File: src/rtl/systolic_feeder_if.sv
// systolic_feeder_if: load and feed bundle between a matrix source, the feeder and a SIZE x SIZE systolic array.
// Ports (slave view, which the feeder uses):
//   in:  load_valid, load_sel, load_row, load_data, start
//   out: load_ready, busy, array_clear, feed_valid, out_west[SIZE], out_north[SIZE], feed_done
interface systolic_feeder_if #(
  parameter int SIZE   = 4,
  parameter int DATA_W = 8
);
  logic                      load_valid;
  logic                      load_ready;
  logic                      load_sel;
  logic [$clog2(SIZE)-1:0]   load_row;
  logic [SIZE*DATA_W-1:0]    load_data;
  logic                      start;
  logic                      busy;
  logic                      array_clear;
  logic                      feed_valid;
  logic [DATA_W-1:0]         out_west [SIZE];
  logic [DATA_W-1:0]         out_north [SIZE];
  logic                      feed_done;
  modport master (
    output load_valid, load_sel, load_row, load_data, start,
    input  load_ready, busy, array_clear, feed_valid, out_west, out_north, feed_done
  );
  modport slave (
    input  load_valid, load_sel, load_row, load_data, start,
    output load_ready, busy, array_clear, feed_valid, out_west, out_north, feed_done
  );
endinterface

File: src/rtl/systolic_feeder.sv
// systolic_feeder: buffers matrices A and B, then streams them diagonally skewed into a systolic array.
// Ports: clk, rst (async, active-high), bus (systolic_feeder_if.slave: row loads, start,
//   busy/array_clear/feed_valid/feed_done status, out_west/out_north operand lanes).
// Option: define FEEDER_TRANSPOSE_B_EN to store B-bank loads column-major (load_row picks a column).
module systolic_feeder #(
  parameter int SIZE   = 4,
  parameter int DATA_W = 8
) (
  input logic clk,
  input logic rst,
  systolic_feeder_if.slave bus
);
  localparam int RW = $clog2(SIZE);
  localparam int TW = $clog2(3*SIZE-2);
  localparam logic [TW-1:0] LAST = TW'(3*SIZE-3);
  typedef enum logic [1:0] {IDLE, CLEAR, FEED, DONE} state_t;
  state_t state, state_n;
  logic [TW-1:0] t;
  logic [DATA_W-1:0] a [SIZE][SIZE];
  logic [DATA_W-1:0] b [SIZE][SIZE];
  logic [DATA_W-1:0] row [SIZE];
  logic [DATA_W-1:0] west_n [SIZE];
  logic [DATA_W-1:0] north_n [SIZE];
  int tn;
  always_comb begin
    state_n = state == IDLE  ? (bus.start ? CLEAR : IDLE) :
              state == CLEAR ? FEED :
              state == FEED  ? (t == LAST ? DONE : FEED) : IDLE;
  end
  // Outputs are registered, so lanes are computed for the feed step that the next edge presents.
  assign tn = state == CLEAR ? 0 : int'(t) + 1;
  for (genvar i = 0; i < SIZE; i++) begin : g_lane
    assign row[i]     = bus.load_data[i*DATA_W +: DATA_W];
    assign west_n[i]  = (state_n == FEED && tn >= i && tn < i + SIZE) ? a[i][RW'(tn - i)] : '0;
    assign north_n[i] = (state_n == FEED && tn >= i && tn < i + SIZE) ? b[RW'(tn - i)][i] : '0;
  end
  always_ff @(posedge clk or posedge rst) begin
    if (rst) begin
      state           <= IDLE;
      t               <= '0;
      a               <= '{default: '0};
      b               <= '{default: '0};
      bus.load_ready  <= 1'b1;
      bus.busy        <= 1'b0;
      bus.array_clear <= 1'b0;
      bus.feed_valid  <= 1'b0;
      bus.feed_done   <= 1'b0;
      bus.out_west    <= '{default: '0};
      bus.out_north   <= '{default: '0};
    end else begin
      state           <= state_n;
      t               <= state == FEED ? t + 1'b1 : '0;
      bus.load_ready  <= state_n == IDLE;
      bus.busy        <= state_n != IDLE;
      bus.array_clear <= state_n == CLEAR;
      bus.feed_valid  <= state_n == FEED;
      bus.feed_done   <= state_n == DONE;
      bus.out_west    <= west_n;
      bus.out_north   <= north_n;
      if (bus.load_valid && bus.load_ready) begin
`ifdef FEEDER_TRANSPOSE_B_EN
        if (bus.load_sel)
          for (int k = 0; k < SIZE; k++) b[RW'(k)][bus.load_row] <= row[k];
        else
          a[bus.load_row] <= row;
`else
        if (bus.load_sel)
          b[bus.load_row] <= row;
        else
          a[bus.load_row] <= row;
`endif
      end
    end
  end
endmodule

File: src/flat_wrapper.sv
// flat-port wrapper written by rule: the top's interface ports become plain ports
module systolic_feeder_flat 
#(
  parameter int SIZE   = 4,
  parameter int DATA_W = 8
)
  (clk, rst, bus_load_valid, bus_load_sel, bus_load_row, bus_load_data, bus_start, bus_load_ready, bus_busy, bus_array_clear, bus_feed_valid, bus_out_west, bus_out_north, bus_feed_done);
  systolic_feeder_if #(.SIZE(SIZE), .DATA_W(DATA_W)) bus_i ();
  input logic clk;
  input logic rst;
  input wire logic [$bits(bus_i.load_valid)-1:0] bus_load_valid;
  input wire logic [$bits(bus_i.load_sel)-1:0] bus_load_sel;
  input wire logic [$bits(bus_i.load_row)-1:0] bus_load_row;
  input wire logic [$bits(bus_i.load_data)-1:0] bus_load_data;
  input wire logic [$bits(bus_i.start)-1:0] bus_start;
  output wire logic [$bits(bus_i.load_ready)-1:0] bus_load_ready;
  output wire logic [$bits(bus_i.busy)-1:0] bus_busy;
  output wire logic [$bits(bus_i.array_clear)-1:0] bus_array_clear;
  output wire logic [$bits(bus_i.feed_valid)-1:0] bus_feed_valid;
  output wire logic [$bits(bus_i.out_west)-1:0] bus_out_west;
  output wire logic [$bits(bus_i.out_north)-1:0] bus_out_north;
  output wire logic [$bits(bus_i.feed_done)-1:0] bus_feed_done;
  assign bus_i.load_valid = bus_load_valid;
  assign bus_i.load_sel = bus_load_sel;
  assign bus_i.load_row = bus_load_row;
  assign bus_i.load_data = bus_load_data;
  assign bus_i.start = bus_start;
  assign bus_load_ready = bus_i.load_ready;
  assign bus_busy = bus_i.busy;
  assign bus_array_clear = bus_i.array_clear;
  assign bus_feed_valid = bus_i.feed_valid;
  assign bus_out_west = {>>{bus_i.out_west}};
  assign bus_out_north = {>>{bus_i.out_north}};
  assign bus_feed_done = bus_i.feed_done;
  systolic_feeder #(.SIZE(SIZE), .DATA_W(DATA_W)) u_core (.clk(clk), .rst(rst), .bus(bus_i));
endmodule
File: config.mk
export PLATFORM = sky130hd
export DESIGN_NAME = systolic_feeder_flat
export DESIGN_NICKNAME = d
export VERILOG_FILES = /design/src/rtl/systolic_feeder_if.sv /design/src/rtl/systolic_feeder.sv /design/src/flat_wrapper.sv
export SDC_FILE = /design/constraint.sdc
export NUM_CORES = 1
export LEC_CHECK = 0
export BUFFER_PORTS_ARGS = -buffer_cell sky130_fd_sc_hd__buf_2
export CAP_MARGIN = 20
export CORE_ASPECT_RATIO = 0.8
export CORE_MARGIN = 1
export CORE_UTILIZATION = 40
export CTS_CLUSTER_SIZE = 8
export DETAILED_ROUTE_END_ITERATION = 10
export PLACE_DENSITY_LB_ADDON = 0.05
export SLEW_MARGIN = 25
export SYNTH_ARGS = -nofsm -noshare
export SYNTH_HDL_FRONTEND = slang
export SYNTH_SLANG_ARGS = --single-unit
File: constraint.sdc
create_clock -name clk -period 30.7 [get_ports clk]
set_input_delay 3.07 -clock clk [delete_from_list [all_inputs] [get_ports clk]]
set_output_delay 3.07 -clock clk [all_outputs]
set_load 0.005 [all_outputs]
### Yosys cells after proc, flatten, opt, wreduce, memory -nomap -nowiden

Index checks and enable logic that the tools add are counted.

| cells by class | value |
|---|---|
| add/subtract/negate cells | 5 |
| multipliers | 0 |
| div/mod/pow operators | 0 |
| magnitude comparators | 14 |
| equal/unequal tests | 6 |
| shifts and indexed selects | 0 |
| multiplexer cells | 43 |
| bitwise gates (word level) | 6 |
| reductions and logical operators | 15 |

Operators by type and width:

| kind | number |
|---|---|
| 32-bit binary-select mux with 2-bit select | 4 |
| 128-bit bitwise mux | 2 |
| 8-bit two-way mux | 18 |
| 32-bit by 4-bit < comparator with 1-bit output, second input constant | 4 |
| 32-bit two-way mux | 3 |
| 8-bit binary-select mux with 2-bit select | 4 |
| 32-bit demux with 2-bit select | 1 |
| 32-bit by 3-bit >= comparator with 1-bit output, second input constant | 2 |
| 24-bit two-way mux | 2 |
| 32-bit by 1-bit >= comparator with 1-bit output, second input constant | 1 |
| 32-bit by 2-bit >= comparator with 1-bit output, second input constant | 1 |
| 16-bit two-way mux | 2 |
| 2-bit by 3-bit >= comparator with 1-bit output, second input constant | 4 |
| 1-bit logical AND | 10 |
| 2-bit inverter | 4 |
| 2-bit == test, second input constant | 3 |
| 2-bit two-way mux | 3 |
| 4-bit by 1-bit adder with 5-bit output, second input constant | 1 |
| 5-bit two-way mux | 1 |
| 4-bit by 1-bit adder with 4-bit output, second input constant | 1 |
| 2-bit by 1-bit == test with 1-bit output, second input constant | 2 |
| 4-bit == test, second input constant | 1 |
| 2-bit logical NOT | 2 |
| 4-bit two-way mux | 1 |
| other kinds (9) | 12 |

| storage, ports and cells | value |
|---|---|
| register bits | 331 |
| bits in latches | 0 |
| memory bits (writable) | 0 |
| ROM bits | 0 |
| input port bits | 39 |
| memories kept | 0 |

### Logic depth before layout (Yosys ltp)

Gate-level depths: netlist of the first run.

| logic depth | value |
|---|---|
| depth in word-level cells | 9 |
| depth in mapped cells | 14 |

### Worst setup path before layout of the first run

No wires, ideal clock.

| timing path | value |
|---|---|
| path kind | input -> register |
| from | input port bus_load_sel |
| to | register u_core.a[100] in the netlist's numbering |
| data arrival time | 4.176 ns |
| slack | 26.396 ns |
| stages on the path | 5 |
| buffers on the path | 2 |
| path through | nand3b_1 > or3_1 > clkbuf_1 > buf_2 > mux2_1 |

| on the way | value |
|---|---|
| longest elaborated chain between the ends | 2 |

RTL lines:

| element | line | text |
|---|---|---|
| start, declared | flat_wrapper.sv:12 | `input wire logic [$bits(bus_i.load_sel)-1:0] bus_load_sel;` |
| 1-bit inverter (no source line) | n/a |  |
| 2-bit AND reduction (no source line) | n/a |  |
| end signal, assigned by index | systolic_feeder.sv:70 | `a[bus.load_row] <= row;` |
| end, declared | systolic_feeder.sv:19 | `logic [DATA_W-1:0] a [SIZE][SIZE];` |

Every way passes these cells.
A chain may end at the register's enable or synchronous reset.

==> flow_summary.json, run 1 <==
{
  "fp.coreArea_sq_mm": 0.0347,
  "totalWireLength_um": 33300,
  "hold_slack_ns": 0.488,
  "worstSetupPathType": "in2async",
  "globalplace.congestion": 0.680,
  "initial_utilization_pct": 40.5,
  "yosysUniqueCellTypes": 44,
  "grt_overflow": 0,
  "final_antenna_net_count": 0,
  "timing.final.ws_setup_ns": 26.13,
  "total_power_mw": 1.80,
  "worst_path_most_repeated_cell": "sky130_fd_sc_hd__buf_6",
  "startpoint_type": "input pin",
  "placement.io_buffers": 107,
  "setup_viol": 0,
  "max-slew-margin-rel_pct": 33.4,
  "unrepaired_setup_endpoints_after_global_routing": "no",
  "die-height_um": 170,
  "stdcell_area_sq_mm": 0.0163,
  "drc_violations": 4,
  "cts_post_setup_buffers_inserted": 0,
  "cts_resized": 0,
  "syn-cell-area_sq_mm": 0.0141,
  "finalNonFillerCells": 1528,
  "post_synthesis_cells": 936,
  "io-pin-count": 108,
  "holdBufCountCts": 0,
  "worstPathCellList": "buf_2 -> inv_8 -> buf_6 -> buf_6",
  "clock.fmax_ghz": 0.219,
  "power.static_leakage_nw": 7.39,
  "critical_path_arrival_ns": 5.16,
  "synth_top_flop_cell": "sky130_fd_sc_hd__dfrtp_1",
  "max-clock-path-buffers": 3,
  "yosysWarningCount": 0,
  "route.detailed.wl_per_inst_um": 21.8,
  "layout-drive-gt1-share_pct": 46.2,
  "synthesis.area_per_instance_sq_um": 15.0,
  "timing.critical_path.to_type": "asynchronous set/reset pin",
  "synthToLayoutAreaGrowth_pct": 15.9,
  "design.die.area_sq_mm": 0.0360,
  "global_route.usage.total_pct": 19.5,
  "clk_root_buffer_cell": "sky130_fd_sc_hd__clkbuf_16",
  "cts_inserted_buffers": 47,
  "power_per_cell_area_mw_per_mm2": 110,
  "worstPathRequired_ns": 31.29,
  "vdd.ir_drop.worst_mv": 0.0591,
  "final_cell_mix": "sky130_fd_sc_hd__dfrtp_1, sky130_fd_sc_hd__mux2_2, sky130_fd_sc_hd__buf_2, sky130_fd_sc_hd__nor2b_1, sky130_fd_sc_hd__a211oi_1",
  "worst_skew_pair.late_latency_ns": 0.54,
  "grt_first_pass_wirelength_um": 52600,
  "drt_iter0_drc": 321,
  "vias_per_cell": 5.26,
  "grt_pass1_vias": 8627,
  "fin_util_pct": 47.0,
  "numClockSinks": 331,
  "post_synthesis_register_bit_count": 331,
  "async_reset_ff_share_pct": 100,
  "edff_count_synth": 0,
  "fp.dieW_um": 212,
  "detail_route.first_pass.iterations": 9,
  "worst_margin_pin_slew_ns": 0.997,
  "dpl.hpwl_um": 20000,
  "crit_path_max_incr_delay_ns": 0.64,
  "row_count": 61,
  "syn_nets": 983,
  "outcome": "finished with violations",
  "cts_tree": "built",
  "placed_cell_area_sq_mm": 0.0150,
  "finalClockSkew_ns": 0.0205,
  "timing_max_transition_violations_final": 0,
  "nets": 1092,
  "critical_path_s_slowest_cell": "sky130_fd_sc_hd__buf_6",
  "layout_commonest_cell": "sky130_fd_sc_hd__dfrtp_1",
  "hold_violations": 0,
  "worstHoldPathType": "reg2reg",
  "cts.htree.levels": 2,
  "grt_antenna_before_repair": 1,
  "dpl.cell_count": 1466,
  "post-route-min-period_ns": 4.57,
  "clkTransAtPathRegs_ns": 0.05,
  "final.setup.tns_ns": 0,
  "worst-path-max-fanout": 109,
  "grt_start_max_net_pins": 110,
  "post-route-period-util_pct": 14.9,
  "dpl_worst_slack_ns": 24.88,
  "max_cap_viol_count": 0,
  "synth-seq-area-share_pct": 58.8,
  "failed_checks": "design-rule violations",
  "number_of_vias_in_the_routed_layout": 8033
}
Yosys cell counts, drive strengths merged, types with 2 or more instances:
cell type,n,area [sq um]
dfrtp,330,8260
mux2,256,2880
a211oi,64,551
nor2b,55,344
mux2i,48,480
buf,43,292
nor2,23,111
clkbuf,19,71.3
a22oi,16,120
mux4,16,360
o22a,16,140
ha,8,100
inv,7,26.3
nand2b,4,25.0
and2,3,18.8
nor3,3,15.0
nand3,2,15.0
o211ai,2,42.5
or3,2,12.5
xnor2,2,17.5
where the power goes:
group / internal [mW] / leakage, nW / switching, mW
sequential: 0.634 / 4.18 / 0.0868
clock: 0.281 / 0.615 / 0.178
combinational: 0.313 / 2.59 / 0.309
state kept, by name, summed over array words and instances (netlist names):
register	count
u_core.b	128
u_core.t	4
u_core.bus.array_clear	1
u_core.bus.busy	1
u_core.bus.load_ready	1
u_core.a	128
u_core.bus.out_west	32
u_core.state	2
u_core.bus.out_north	32
u_core.bus.feed_valid	1
u_core.bus.feed_done	1
final timing paths:
check	startpoint	to	slack (ns)	depth (start not counted)
max	rst	u_core.b[50]	26.13	4
min	u_core.a[100]	u_core.a[100]	0.49	1
max reg2reg	u_core.state[1]	u_core.bus.out_west[1]	26.61	9
min reg2reg	u_core.a[100]	u_core.a[100]	0.49	1
max in group clk	bus_load_valid	u_core.b[36]	26.24	5
min in group asynchronous	rst	u_core.bus.array_clear	2.64	2
routing by layer:
metal	part of all wire (%)	up-vias	GRT usage (%)	routed length, um
li1	-	3615	-	-
met1	50	4249	28.5	16500
met2	45	127	30.0	15100
met4	1.5	0	4.66	510
met3	3.5	42	3.26	1150
met5	0	-	0	0
area by class of cell:
class | count | area [sq um]
clock inverter | 1 | 7.51
fill | 3117 | 18400
multi-input combinational | 535 | 5440
antenna | 1 | 2.50
tap | 472 | 591
inverter | 8 | 42.5
timing repair buffer | 122 | 692
clock buffer | 58 | 1260
sequential | 331 | 8290
worst max-delay path: cells and delay by family:
kind / cells / cell delay, ns
buffers and inverters: 4 / 1.87
cell families after synthesis:
kind of cell    count (synthesis)  share of synthesized area [%]
mux                           320                           26.5
flops                         331                           58.8
xor+xnor                        3                          0.187
compound gates                106                           6.77
buf+inv                        70                           2.83
fa+ha+maj                       8                          0.711
simple gates                   98                           4.20
No activity file was read; power rests on OpenSTA's default activity.
==> run 2, diff against run 1 <==
==> constraint.sdc (replaced) <==
create_clock -name clk -period 4.08 [get_ports clk]
set_input_delay 0.408 -clock clk [delete_from_list [all_inputs] [get_ports clk]]
set_output_delay 0.408 -clock clk [all_outputs]
set_load 0.005 [all_outputs]
==> flow_summary.json, run 2 (synthesized netlist as in run 1, its figures left out) <==
{
  "clkTransAtPathRegs_ns": 0.05,
  "grt_antenna_before_repair": 1,
  "multi_input_comb_area_sq_mm": 0.00545,
  "fp.coreArea_sq_mm": 0.0347,
  "post-route-period-util_pct": 76.6,
  "worst_r2r_end": "u_core.bus.out_north[18]",
  "final_antenna_net_count": 0,
  "stdcell_area_sq_mm": 0.0164,
  "swShare_pct": 31.6,
  "worst-path-max-fanout": 55,
  "layout_commonest_cell": "sky130_fd_sc_hd__dfrtp_1",
  "globalplace.congestion": 0.714,
  "layout-drive-gt1-share_pct": 46.4,
  "power_frac_comb_pct": 34.0,
  "timing.critical_path.to_type": "flop",
  "drt_iter0_drc": 382,
  "grt_first_pass_wirelength_um": 54500,
  "unrepaired_setup_endpoints_after_global_routing": "no",
  "holdBufCountCts": 1,
  "cts_resized": 0,
  "grt_overflow": 0,
  "die-height_um": 170,
  "grt_pass1_vias": 8659,
  "initial_utilization_pct": 40.5,
  "n_fill_cell": 3098,
  "min_path_cells": 2,
  "outcome": "finished clean",
  "hp-start": "bus_start",
  "nets": 1098,
  "net-switching-power_mw": 4.29,
  "grt_start_max_net_pins": 114,
  "numClockSinks": 331,
  "total_power_mw": 13.6,
  "worst_skew_pair.late_latency_ns": 0.54,
  "max-slew-margin-rel_pct": 32.8,
  "cts_post_setup_buffers_inserted": 0,
  "critical_path_arrival_ns": 3.58,
  "critical_path.reg2reg.startpoint": "u_core.t[0]",
  "fp.dieW_um": 212,
  "drc_violations": 0,
  "row_count": 61,
  "max_cap_viol_count": 0,
  "worstPathRequired_ns": 4.53,
  "final_cell_mix": "sky130_fd_sc_hd__dfrtp_1, sky130_fd_sc_hd__mux2_2, sky130_fd_sc_hd__buf_2, sky130_fd_sc_hd__nor2b_1, sky130_fd_sc_hd__a211oi_1",
  "placement.io_buffers": 107,
  "detail_route.first_pass.iterations": 4,
  "synthToLayoutAreaGrowth_pct": 16.2,
  "worst_margin_pin_slew_ns": 1.00,
  "power_per_cell_area_mw_per_mm2": 829,
  "timing_max_transition_violations_final": 0,
  "intPower_mw": 9.26,
  "startpoint_type": "flop",
  "route.detailed.wl_per_inst_um": 22.4,
  "number_of_vias_in_the_routed_layout": 8022,
  "vdd.ir_drop.worst_mv": 0.365,
  "cts.htree.levels": 2,
  "dpl.hpwl_um": 21600,
  "totalWireLength_um": 34300,
  "vias_per_cell": 5.24,
  "antenna-diode-count": 0,
  "max-clock-path-buffers": 3,
  "cts_inserted_buffers": 47,
  "io-pin-count": 108,
  "ff2ff_path_depth": 9,
  "global_route.usage.total_pct": 20.2,
  "hold_violations": 0,
  "power.clock.fraction_pct": 25.5,
  "seq_power_share_pct": 40.5,
  "clk_root_buffer_cell": "sky130_fd_sc_hd__clkbuf_16",
  "ff_latch_area_sq_mm": 0.00829,
  "power.static_leakage_nw": 7.41,
  "top_regs": "u_core.a (128), u_core.b (128)",
  "worstSetupPathType": "reg2reg",
  "finalClockSkew_ns": 0.0121,
  "setup_viol": 0,
  "worstHoldPathType": "in2reg",
  "worstHoldEndpoint": "u_core.bus.feed_valid",
  "post-route-min-period_ns": 3.13,
  "design.die.area_sq_mm": 0.0360,
  "flop_to_flop_setup_slack_ns": 0.95,
  "clock.fmax_ghz": 0.320,
  "cts_tree": "built",
  "placed_cell_area_sq_mm": 0.0151
}
[run 2: layout make-up]
class / count / area share [%]
inverter: 8 / 0.237
timing repair buffer: 128 / 4.48
multi-input combinational: 535 / 33.3
clock inverter: 1 / 0.0459
sequential: 331 / 50.7
tap: 472 / 3.61
clock buffer: 57 / 7.68
[run 2: per-stage QoR]
stage,setup slack (ns),util (%),instances,TNS (ns),hold WS (ns)
after CTS,0.926,47.0,1531,0,0.143
after detailed placement,0.938,43.4,1472,0,0.478
after floorplan,-0.748,-,936,-246.79,0.456
final,0.954,47.1,1532,0,0.175
after global placement,1.02,43.4,1472,0,0.473
after global routing,0.717,47.1,1532,0,0.170
[run 2: how the worst max path moves through the flow]
stage | start | to | cells past startpoint
after floorplan | rst | u_core.a[0] | 1
after global placement | u_core.t[0] | u_core.bus.out_west[23] | 9
after detailed placement | u_core.t[0] | u_core.bus.out_north[18] | 9
after CTS | u_core.t[0] | u_core.bus.out_north[18] | 9
after global routing | u_core.t[0] | u_core.bus.out_north[18] | 9
final | u_core.t[0] | u_core.bus.out_north[18] | 9
[run 2: routing by layer]
metal | up-vias | share of wire [%] | GRT usage (%)
met2 | 137 | 46 | 31.3
met3 | 52 | 3.2 | 3.11
li1 | 3617 | - | -
met4 | 0 | 1.8 | 5.26
met1 | 4216 | 49 | 29.6
met5 | - | 0 | 0
[run 2: power groups by stage]
stage | sequential, mW | combinational (mW) | clock, mW
final | 5.49 | 4.61 | 3.46
after global routing | 5.69 | 5.08 | 3.71
after CTS | 5.50 | 4.71 | 3.56
after detailed placement | 5.54 | 4.70 | 0
after global placement | 5.53 | 4.65 | 0
after floorplan | 5.33 | 3.63 | 0
[run 2: critical path: stages (launching register included)]
cell	delay, ns
sky130_fd_sc_hd__dfrtp_2	0.45
sky130_fd_sc_hd__ha_1	0.39
sky130_fd_sc_hd__nor2_1	0.10
sky130_fd_sc_hd__inv_2	0.25
sky130_fd_sc_hd__buf_4	0.65
sky130_fd_sc_hd__ha_1	0.27
sky130_fd_sc_hd__nor2b_1	0.05
sky130_fd_sc_hd__o21ai_0	0.14
sky130_fd_sc_hd__o2111ai_4	0.44
sky130_fd_sc_hd__nor2_2	0.25
